===== config.mk =====
export PLATFORM = sky130hd
export DESIGN_NAME = serial_pattern_sender_flat
export DESIGN_NICKNAME = d
export VERILOG_FILES = /design/src/rtl/serial_pattern_sender_if.sv /design/src/rtl/serial_pattern_sender.sv /design/src/flat_wrapper.sv
export SDC_FILE = /design/constraint.sdc
export NUM_CORES = 1
export LEC_CHECK = 0
export CAP_MARGIN = 5
export CORE_ASPECT_RATIO = 0.9
export CORE_UTILIZATION = 54
export CTS_CLUSTER_DIAMETER = 40
export DETAILED_ROUTE_END_ITERATION = 16
export PLACE_DENSITY = 0.8
export SETUP_SLACK_MARGIN = 0.15
export SYNTH_ARGS = -nofsm -noshare
export SYNTH_HDL_FRONTEND = slang
export SYNTH_SLANG_ARGS = --single-unit

===== constraint.sdc =====
create_clock -name clk -period 3.1 [get_ports clk]
set_input_delay 0.31 -clock clk [delete_from_list [all_inputs] [get_ports clk]]
set_output_delay 0.31 -clock clk [all_outputs]
set_load 0.02 [all_outputs]

===== src/rtl/serial_pattern_sender_if.sv =====
// Handshake and serial-output bundle for serial_pattern_sender.
// The master side offers words and auto requests; the slave side sends the bits.
interface serial_pattern_sender_if #(
  parameter int unsigned WIDTH = 4
);
  logic             in_valid;
  logic [WIDTH-1:0] data;
  logic             in_ready;
  logic             auto_start;
  logic             out;
  logic             out_valid;
  logic             busy;
  logic             done;

  modport master (
    output in_valid, data, auto_start,
    input  in_ready, out, out_valid, busy, done
  );

  modport slave (
    input  in_valid, data, auto_start,
    output in_ready, out, out_valid, busy, done
  );
endinterface


===== src/rtl/serial_pattern_sender.sv =====
// MSB-first serialiser for single words, or for an auto sequence that counts 1..2^WIDTH-1.
// An optional idle gap follows each word; done pulses once per manual word or once per sequence.
module serial_pattern_sender #(
  parameter int unsigned WIDTH = 4,
  parameter int unsigned GAP   = 0
) (
  input logic                   clk,
  input logic                   rst_n,
  serial_pattern_sender_if.slave bus
);

  typedef enum logic [1:0] {IDLE, SHIFT, PAUSE} state_t;

  localparam logic [3:0]       BIT_LAST = 4'(WIDTH - 1);
  localparam logic [3:0]       GAP_LAST = 4'(GAP - 1);
  localparam logic [WIDTH-1:0] ALL_ONES = '1;
  localparam logic [WIDTH-1:0] ONE      = WIDTH'(1);

  state_t           state, state_nxt;
  logic             auto_flag;
  logic [WIDTH-1:0] shreg;
  logic [WIDTH-1:0] counter;
  logic [3:0]       bit_cnt;
  logic [3:0]       gap_cnt;
  logic             done_r;

  logic start_auto, start_manual, last_bit, gap_last, word_end, seq_more;

  always_comb begin
    start_auto   = (state == IDLE) && bus.auto_start;
    start_manual = (state == IDLE) && bus.in_valid && !bus.auto_start;
    last_bit     = (state == SHIFT) && (bit_cnt == BIT_LAST);
    gap_last     = (state == PAUSE) && (gap_cnt == GAP_LAST);
    word_end     = (GAP == 0) ? last_bit : gap_last;
    seq_more     = auto_flag && (counter != ALL_ONES);
  end

  always_ff @(posedge clk or negedge rst_n) begin
    if (!rst_n) state <= IDLE;
    else        state <= state_nxt;
  end

  always_comb begin
    state_nxt = state;
    case (state)
      IDLE:  if (start_auto || start_manual) state_nxt = SHIFT;
      SHIFT: if (last_bit) state_nxt = (GAP != 0) ? PAUSE : (seq_more ? SHIFT : IDLE);
      PAUSE: if (gap_last) state_nxt = seq_more ? SHIFT : IDLE;
      default: state_nxt = IDLE;
    endcase
  end

  // Word-end handling is placed last so it overrides the plain shift on the final bit.
  always_ff @(posedge clk or negedge rst_n) begin
    if (!rst_n) begin
      auto_flag <= 1'b0;
      shreg     <= '0;
      counter   <= '0;
      bit_cnt   <= '0;
      gap_cnt   <= '0;
      done_r    <= 1'b0;
    end else begin
      done_r <= word_end && !seq_more;

      if (start_auto) begin
        counter   <= ONE;
        shreg     <= ONE;
        auto_flag <= 1'b1;
        bit_cnt   <= '0;
      end else if (start_manual) begin
        shreg   <= bus.data;
        bit_cnt <= '0;
      end else if (state == SHIFT) begin
        shreg   <= shreg << 1;
        bit_cnt <= bit_cnt + 4'd1;
      end

      if (last_bit)
        gap_cnt <= '0;
      else if (state == PAUSE)
        gap_cnt <= gap_cnt + 4'd1;

      if (word_end) begin
        if (seq_more) begin
          counter <= counter + ONE;
          shreg   <= counter + ONE;
          bit_cnt <= '0;
        end else begin
          auto_flag <= 1'b0;
        end
      end
    end
  end

  always_comb begin
    bus.in_ready  = (state == IDLE);
    bus.out_valid = (state == SHIFT);
    bus.out       = (state == SHIFT) && shreg[WIDTH-1];
    bus.busy      = (state != IDLE);
    bus.done      = done_r;
  end

endmodule


===== src/flat_wrapper.sv =====
// flat-port wrapper written by rule: the top's interface ports become plain ports
module serial_pattern_sender_flat 
#(
  parameter int unsigned WIDTH = 4,
  parameter int unsigned GAP   = 0
)
  (clk, rst_n, bus_in_valid, bus_data, bus_auto_start, bus_in_ready, bus_out, bus_out_valid, bus_busy, bus_done);
  serial_pattern_sender_if #(.WIDTH(WIDTH)) bus_i ();
  input logic clk;
  input logic rst_n;
  input wire logic [$bits(bus_i.in_valid)-1:0] bus_in_valid;
  input wire logic [$bits(bus_i.data)-1:0] bus_data;
  input wire logic [$bits(bus_i.auto_start)-1:0] bus_auto_start;
  output wire logic [$bits(bus_i.in_ready)-1:0] bus_in_ready;
  output wire logic [$bits(bus_i.out)-1:0] bus_out;
  output wire logic [$bits(bus_i.out_valid)-1:0] bus_out_valid;
  output wire logic [$bits(bus_i.busy)-1:0] bus_busy;
  output wire logic [$bits(bus_i.done)-1:0] bus_done;
  assign bus_i.in_valid = bus_in_valid;
  assign bus_i.data = bus_data;
  assign bus_i.auto_start = bus_auto_start;
  assign bus_in_ready = bus_i.in_ready;
  assign bus_out = bus_i.out;
  assign bus_out_valid = bus_i.out_valid;
  assign bus_busy = bus_i.busy;
  assign bus_done = bus_i.done;
  serial_pattern_sender #(.WIDTH(WIDTH), .GAP(GAP)) u_core (.clk(clk), .rst_n(rst_n), .bus(bus_i));
endmodule

* Word-level counts from Yosys, hierarchy flattened
Cells that the tools add are included.
** Cells by class
- Add/sub/neg operators :: 3
- Equality and inequality tests :: 8
- Muxes and demuxes :: 23
- Reductions and logical operators :: 15
** Operator list (number)
- $mux 4 :: 15
- $add 4x1->4 const B :: 3
- $logic_and 1x1->1 :: 8
- $mux 2 :: 3
- $ne 2x1->1 const B :: 3
- $pmux 2 s3 :: 1
- $eq 4x2->1 const B :: 1
- $eq 4x4->1 const B :: 1
- $mux 1 :: 4
- $ne 4x4->1 const B :: 1
- $reduce_bool 2->1 :: 2
- $reduce_and 3->1 :: 1
- $eq 2x1->1 const B :: 1
- $eq 2x2->1 const B :: 1
- $logic_not 1->1 :: 2
- $logic_not 2->1 :: 1
- $logic_or 1x1->1 :: 1
** Storage, ports and cells
- Register bits after elaboration :: 20
- Bits of input ports :: 8
- Logic and storage cells :: 56

* Logic depth before layout (Yosys ltp)
Gate-level depths: netlist of run 1.
- Word-level depth :: 7
- Gate-level depth with buffers :: 5
- Depth with buffers taken out :: 4

* Least setup slack after synthesis of run 1
OpenSTA, ideal clock, no wires.
- Path kind :: reg-to-reg
- From :: register u_core.counter[0]
- To :: register u_core.shreg[1]
- Data arrival time :: 1393 ps
- Setup slack :: 1585 ps
- Cell stages (with the launch flop) :: 5
- Buffers on the path :: 0
- Clock period less this slack :: 1515 ps
- Cells stage by stage :: dfrtp_1 -> ha_1 -> and3_1 -> o31a_1 -> a32o_1
** On the way
- Cells in the longest elaborated chain, start to end :: 4
- Elaborated cells on any way between the ends :: 5
- Classes of those cells :: add/sub: 1; eq/ne: 1; mux: 2; reduce/logical: 1
** RTL lines
- from (decl) :: RTL line serial_pattern_sender.sv:22 : logic [WIDTH-1:0] counter;
- from (signal assigned) :: RTL line serial_pattern_sender.sv:85 : counter <= counter + ONE;
- branches (longest 2 deep; another with $add 4x1->4)
- $mux 4 (*) :: RTL line serial_pattern_sender.sv:84 : if (seq_more) begin
- $mux 4 (*) :: RTL line serial_pattern_sender.sv:83 : if (word_end) begin
- to (signal assigned) :: RTL line serial_pattern_sender.sv:71 : shreg <= bus.data;
- to (signal assigned) :: RTL line serial_pattern_sender.sv:74 : shreg <= shreg << 1;
- to (signal assigned) :: RTL line serial_pattern_sender.sv:86 : shreg <= counter + ONE;
- to (decl) :: RTL line serial_pattern_sender.sv:21 : logic [WIDTH-1:0] shreg;
Mark *: on every way between the ends.
A chain may end at the register's enable or synchronous reset.

* Final worst setup path of run 1
- From :: register u_core.state[0]
- To :: output bus_out
** On the way
- Cells in the longest elaborated chain, start to end :: 2
** RTL lines
- from (decl) :: RTL line serial_pattern_sender.sv:19 : state_t state, state_nxt;
- from (signal assigned) :: RTL line serial_pattern_sender.sv:40 : else state <= state_nxt;
- $eq 2x1->1 :: RTL line serial_pattern_sender.sv:98 : bus.out = (state == SHIFT) && shreg[WIDTH-1];
- $logic_and 1x1->1 :: RTL line serial_pattern_sender.sv:98
- to (decl) :: RTL line flat_wrapper.sv:15 : output wire logic [$bits(bus_i.out)-1:0] bus_out;
No other way between the ends.

==> results.json, run 1 <==
{
  "status": "completed",
  "nets": 96,
  "port_buffers": 12,
  "fin_skew_ns": 0.00242,
  "drt-total-wl_mm": 1.45,
  "dr.pass1.iters": 4,
  "drcViolationCount": 0,
  "grt_usage_pct": 21.3,
  "initial_core_util_pct": 62.0,
  "worstPathArrival_ns": 1.85,
  "period_share_pct": 69.6,
  "die_h_um": 38.7,
  "postRouteAntennaNets": 0,
  "hold_viol_final": 0,
  "cp-end-kind": "output port",
  "dp_hpwl_mm": 1.05,
  "vias_per_cell": 6.03,
  "fill_cells": 95,
  "worstPathRequired_ns": 2.79,
  "cts_tree": "yes",
  "wl_per_cell_um": 14.7,
  "cp-start-kind": "register",
  "cts-resized-gates": 0,
  "syn_area_um2": 810,
  "worstRegToRegCells": 3,
  "clk_pin_slew_ns": 0.09,
  "synth_fp_nets": 83,
  "first_iter_violations": 18,
  "placed_area_um2": 918,
  "post-route-min-period_ns": 2.16,
  "n_antenna_cell": 0,
  "grt_overflow_total": 0,
  "hold_buffers": 0,
  "fin_tns_setup_ns": 0,
  "holdWs_ns": 0.432,
  "ys_seq_elements": 15,
  "syn_area_per_cell_um2": 11.1,
  "die_w_um": 42.8,
  "yosysSeqAreaShare_pct": 46.4,
  "dieArea_um2": 1660,
  "area_growth_pct": 16.7,
  "cap_violations": 0,
  "drv_slew": 0,
  "grt_start_max_net_pins": 22,
  "crit_fanout": 21,
  "cts_root_buffer": "clkbuf_4",
  "rows": 12,
  "ys_warn_count": 0,
  "antenna_found_initial": 0,
  "first_global_vias": 538,
  "core_um2": 1310,
  "yosys.cell_types.count": 35,
  "worstMarginPinSlew_ns": 0.660,
  "h-tree-depth": 1,
  "syn_inst": 73,
  "clk_latency_ns": 0.28,
  "worst-setup-path-type": "reg -> out",
  "io_pins": 13,
  "grt_pass1_wl_mm": 2.53,
  "cts_max_path_buffers": 2,
  "slew_headroom_pct": 55.9,
  "drive_gt1_share_pct": 5.88,
  "postLayoutCellArea_um2": 945,
  "rsz0062_at_grt": "no",
  "vdd_drop_max_mv": 0.605,
  "cts_sinks": 15,
  "gp_congestion": 0.781,
  "report.final.setup_viol": 0,
  "post_cts.repair.setup_buffers": 0,
  "powerDensity_nw_per_um2": 897,
  "vias": 597,
  "clock.fmax_mhz": 464,
  "numCtsBuffers": 3,
  "hold_class": "in -> async",
  "leakagePower_nw": 0.418
}
==> sequential cells by signal, indices dropped and copies added (netlist names) <==
register	cells
u_core.shreg	4
u_core.auto_flag	1
u_core.counter	4
u_core.state	1
u_core.bus.done	1
u_core.bit_cnt	4
==> through the flow <==
stage	cells	setup slack [ns]	power (mW)	util (%)
floorplan	73	1.59	0.643	-
global placement	95	1.27	0.729	70.3
global route	99	0.788	0.910	72.3
CTS	99	0.912	0.853	72.3
finish	99	0.943	0.847	72.3
detailed placement	95	1.23	0.737	70.3
==> cells by family (layout without fill, tap and decap cells) <==
logic type | Yosys count | count (layout) | synth area share [%]
flops | 15 | 15 | 46.4
fa+ha+maj | 2 | 2 | 3.09
buf+inv | 6 | 18 | 4.48
xor+xnor | 4 | 4 | 4.33
compound gates | 17 | 17 | 16.2
simple gates | 24 | 24 | 19.3
mux | 5 | 5 | 6.18
==> cells in the mapped netlist <==
cell type | count | area share [%]
dfrtp_1 | 15 | 46
nor2_1 | 7 | 3.2
mux2i_1 | 5 | 6.2
a21oi_1 | 3 | 1.9
xor2_1 | 3 | 3.2
buf_2 | 2 | 1.2
ha_1 | 2 | 3.1
inv_1 | 2 | 0.93
nand2_1 | 2 | 0.93
nand2b_1 | 2 | 1.5
nand3_1 | 2 | 1.2
nor2b_1 | 2 | 1.5
o22ai_1 | 2 | 1.5
o2bb2ai_1 | 2 | 2.2
o31a_1 | 2 | 2.2
a211oi_1 | 1 | 0.93
a22o_1 | 1 | 1.1
a32o_1 | 1 | 1.2
and2_1 | 1 | 0.77
and3_1 | 1 | 0.77
buf_4 | 1 | 0.93
buf_6 | 1 | 1.4
nand4_1 | 1 | 0.77
nand4bb_4 | 1 | 3.4
nor3_1 | 1 | 0.62
nor3b_1 | 1 | 0.93
o21a_1 | 1 | 0.93
o311a_1 | 1 | 1.2
o311ai_0 | 1 | 1.1
o31ai_1 | 1 | 0.93
o32ai_1 | 1 | 1.1
or2b_1 | 1 | 0.93
or3_4 | 1 | 1.4
or4b_1 | 1 | 1.2
xnor2_1 | 1 | 1.1
==> path summary, 6_finish.rpt <==
path,slack [ns],from,to
setup / recovery,0.94,u_core.state[0]$_DFFE_PN0P_,bus_out
hold / removal,0.43,rst_n,u_core.shreg[3]$_DFF_PN0_
setup reg to reg,1.41,u_core.state[0]$_DFFE_PN0P_,u_core.shreg[1]$_DFF_PN0_
hold reg to reg,0.53,u_core.auto_flag$_DFF_PN0_,u_core.bus.done$_DFF_PN0_
max in group asynchronous,2.25,rst_n,u_core.state[0]$_DFFE_PN0P_
min in group clk,0.53,u_core.auto_flag$_DFF_PN0_,u_core.bus.done$_DFF_PN0_
==> layer usage <==
layer	wire length [um]	track usage, %	vias to the layer above
li1	-	-	293
met1	744	30.6	283
met2	630	31.8	19
met3	74	4.67	2
met4	4	7.03	0
met5	0	0	-
==> final cells by class <==
| cell class | instances | area, um^2 | area share (%) |
|---|---|---|---|
| clock buffers | 4 | 26.3 | 2.78 |
| inverters | 2 | 7.51 | 0.795 |
| multi-input cells | 52 | 398 | 42.1 |
| flip-flops and latches | 15 | 375 | 39.7 |
| well taps | 14 | 17.5 | 1.85 |
| repair buffers | 12 | 120 | 12.7 |
==> worst max-delay path, stage by stage, from the launching register on <==
cell and delay (ns):
dfrtp_1 0.75, and2_1 0.22, clkdlybuf4s50_1 0.60
==> where the power goes <==
part / total [mW] / switching [mW] / internal [mW]
clock network: 0.110 / 0.0606 / 0.0499
logic: 0.375 / 0.179 / 0.196
registers: 0.362 / 0.0847 / 0.277
==> cells in the final DEF (no fill, tap or decap), types with 3 or more instances in the layout <==
master and instances:
dfrtp_1 15, clkdlybuf4s50_1 12, nor2_1 7, mux2i_1 5, xor2_1 3, a21oi_1 3
clkbuf_4 3
Power figures use the tool's default switching activity.
==> inputs of run 2 (changes only) <==
--- a/config.mk
+++ b/config.mk
@@ -7,10 +7,10 @@
 export LEC_CHECK = 0
 export CAP_MARGIN = 5
 export CORE_ASPECT_RATIO = 0.9
-export CORE_UTILIZATION = 54
+export CORE_UTILIZATION = 51
 export CTS_CLUSTER_DIAMETER = 40
 export DETAILED_ROUTE_END_ITERATION = 16
-export PLACE_DENSITY = 0.8
+export PLACE_DENSITY = 0.77
 export SETUP_SLACK_MARGIN = 0.15
 export SYNTH_ARGS = -nofsm -noshare
 export SYNTH_HDL_FRONTEND = slang
==> constraint.sdc (replaced) <==
create_clock -name clk -period 2.2 [get_ports clk]
set_input_delay 0.22 -clock clk [delete_from_list [all_inputs] [get_ports clk]]
set_output_delay 0.22 -clock clk [all_outputs]
set_load 0.02 [all_outputs]
==> results.json, run 2 (synthesis results as in run 1) <==
{
  "grt_overflow_total": 0,
  "dr.pass1.iters": 6,
  "clock_power_share_pct": 12.9,
  "slew_headroom_pct": 56.0,
  "nets": 97,
  "worstPathArrival_ns": 1.69,
  "leakagePower_nw": 0.422,
  "vias_per_cell": 5.97,
  "postRouteAntennaNets": 0,
  "internal_power_mw": 0.743,
  "port_buffers": 12,
  "worstPathRequired_ns": 1.98,
  "worstMarginPinSlew_ns": 0.658,
  "die_h_um": 39.8,
  "powerDensity_nw_per_um2": 1260,
  "grt_usage_pct": 20.2,
  "cts_sinks": 15,
  "core_um2": 1460,
  "cap_violations": 0,
  "crit_fanout": 15,
  "drt-total-wl_mm": 1.49,
  "grt_pass1_wl_mm": 2.38,
  "clk_pin_slew_ns": 0.08,
  "vias": 603,
  "dieArea_um2": 1750,
  "top_regs": "u_core.bit_cnt x4, u_core.counter x4, u_core.shreg x4",
  "io_pins": 13,
  "initial_core_util_pct": 55.3,
  "n_antenna_cell": 0,
  "die_w_um": 44.0,
  "worst-setup-path-type": "reg -> out",
  "p_comb_share_pct": 45.4,
  "grt_start_max_net_pins": 16,
  "period_share_pct": 86.8,
  "report.final.setup_viol": 0,
  "fin_tns_setup_ns": 0,
  "hold_class": "in -> async",
  "cts_max_path_buffers": 2,
  "placed_area_um2": 927,
  "drcViolationCount": 0,
  "numCtsBuffers": 3,
  "antenna_found_initial": 0,
  "pwr-share-seq_pct": 41.8,
  "fill_cells": 117,
  "rows": 13,
  "dp_hpwl_mm": 1.06,
  "cp-end-kind": "output port",
  "cp-start-kind": "register",
  "status": "completed",
  "clk_latency_ns": 0.28,
  "cts-resized-gates": 0,
  "fin_util_pct": 65.1,
  "layout_commonest_cell": "dfrtp_1",
  "cts_root_buffer": "clkbuf_4",
  "rsz0062_at_grt": "no",
  "clock.fmax_mhz": 524,
  "drive_gt1_share_pct": 6.98,
  "h-tree-depth": 1,
  "p_sw_mw": 0.458,
  "area_growth_pct": 17.8,
  "seq_area_um2": 375,
  "drv_slew": 0,
  "vdd_drop_max_mv": 0.637,
  "gp_congestion": 0.779,
  "hold_buffers": 0,
  "hold_viol_final": 0,
  "first_global_vias": 537,
  "cts_tree": "yes",
  "post-route-min-period_ns": 1.91,
  "sw_frac_of_total_pct": 38.2,
  "final_cell_mix": "dfrtp_1 (15), clkdlybuf4s50_1 (12), nor2_1 (7)",
  "multiInputGateArea_um2": 398,
  "fin_skew_ns": 0.00185,
  "post_cts.repair.setup_buffers": 0,
  "wl_per_cell_um": 14.7,
  "first_iter_violations": 21,
  "postLayoutCellArea_um2": 953
}
[run 2: final cells by class]
cell class,instances,share of cell area (%)
inverter,2,0.787
sequential,15,39.4
timing repair buffer,13,13.4
tap,15,1.97
multi-input combinational,52,41.7
clock buffer,4,2.76
[run 2: metal layers]
layer / vias to the layer above / part of all wire (%) / wire length (um) / global-route usage (%)
met2: 19 / 43 / 635 / 30.2
met5: - / 0 / 0 / 0
met4: 0 / 1.9 / 29 / 13.6
met1: 285 / 51 / 757 / 26.3
met3: 4 / 4.4 / 65 / 4.15
li1: 295 / - / - / -
[run 2: critical path: stages (launching register included)]
cell and delay [ns]:
dfrtp_1 0.61, and2_1 0.19, clkdlybuf4s50_1 0.60
[run 2: metrics by stage]
| stage | setup slack (ns) | total power, mW | instances | hold slack (ns) |
|---|---|---|---|---|
| detailed placement | 0.490 | 1.05 | 97 | 0.523 |
| floorplan | 0.685 | 0.906 | 73 | -0.0756 |
| global route | 0.213 | 1.30 | 101 | 0.386 |
| global placement | 0.525 | 1.04 | 97 | 0.516 |
| finish | 0.291 | 1.20 | 101 | 0.335 |
| CTS | 0.286 | 1.21 | 101 | 0.360 |
[run 2: worst paths after layout]
check	from	to	slack [ns]	depth (start not counted)
max in group asynchronous	rst_n	u_core.bit_cnt[0]$_DFF_PN0_	1.45	1
setup reg to reg	u_core.state[0]$_DFFE_PN0P_	u_core.shreg[1]$_DFF_PN0_	0.48	4
min in group clk	u_core.counter[0]$_DFF_PN0_	u_core.counter[0]$_DFF_PN0_	0.54	1
setup / recovery	u_core.state[0]$_DFFE_PN0P_	bus_out	0.29	2
hold / removal	rst_n	u_core.counter[1]$_DFF_PN0_	0.34	1
hold reg to reg	u_core.counter[0]$_DFF_PN0_	u_core.counter[0]$_DFF_PN0_	0.54	1
[run 2: power by group through the flow]
stage	clock network, mW	logic, mW	registers, mW
2_1_floorplan	0	0.426	0.480
3_3_place_gp	0	0.536	0.501
3_5_place_dp	0	0.545	0.504
4_1_cts	0.158	0.547	0.500
5_1_grt	0.173	0.607	0.520
6_report	0.155	0.545	0.502
==> inputs of run 3 (changes only) <==
--- a/config.mk
+++ b/config.mk
@@ -5,7 +5,7 @@
 export SDC_FILE = /design/constraint.sdc
 export NUM_CORES = 1
 export LEC_CHECK = 0
-export CAP_MARGIN = 5
+export CAP_MARGIN = 30
 export CORE_ASPECT_RATIO = 0.9
 export CORE_UTILIZATION = 51
 export CTS_CLUSTER_DIAMETER = 40
==> results of run 3 <==
Same layout as run 2: the final DEF is identical, and so are final timing and power.
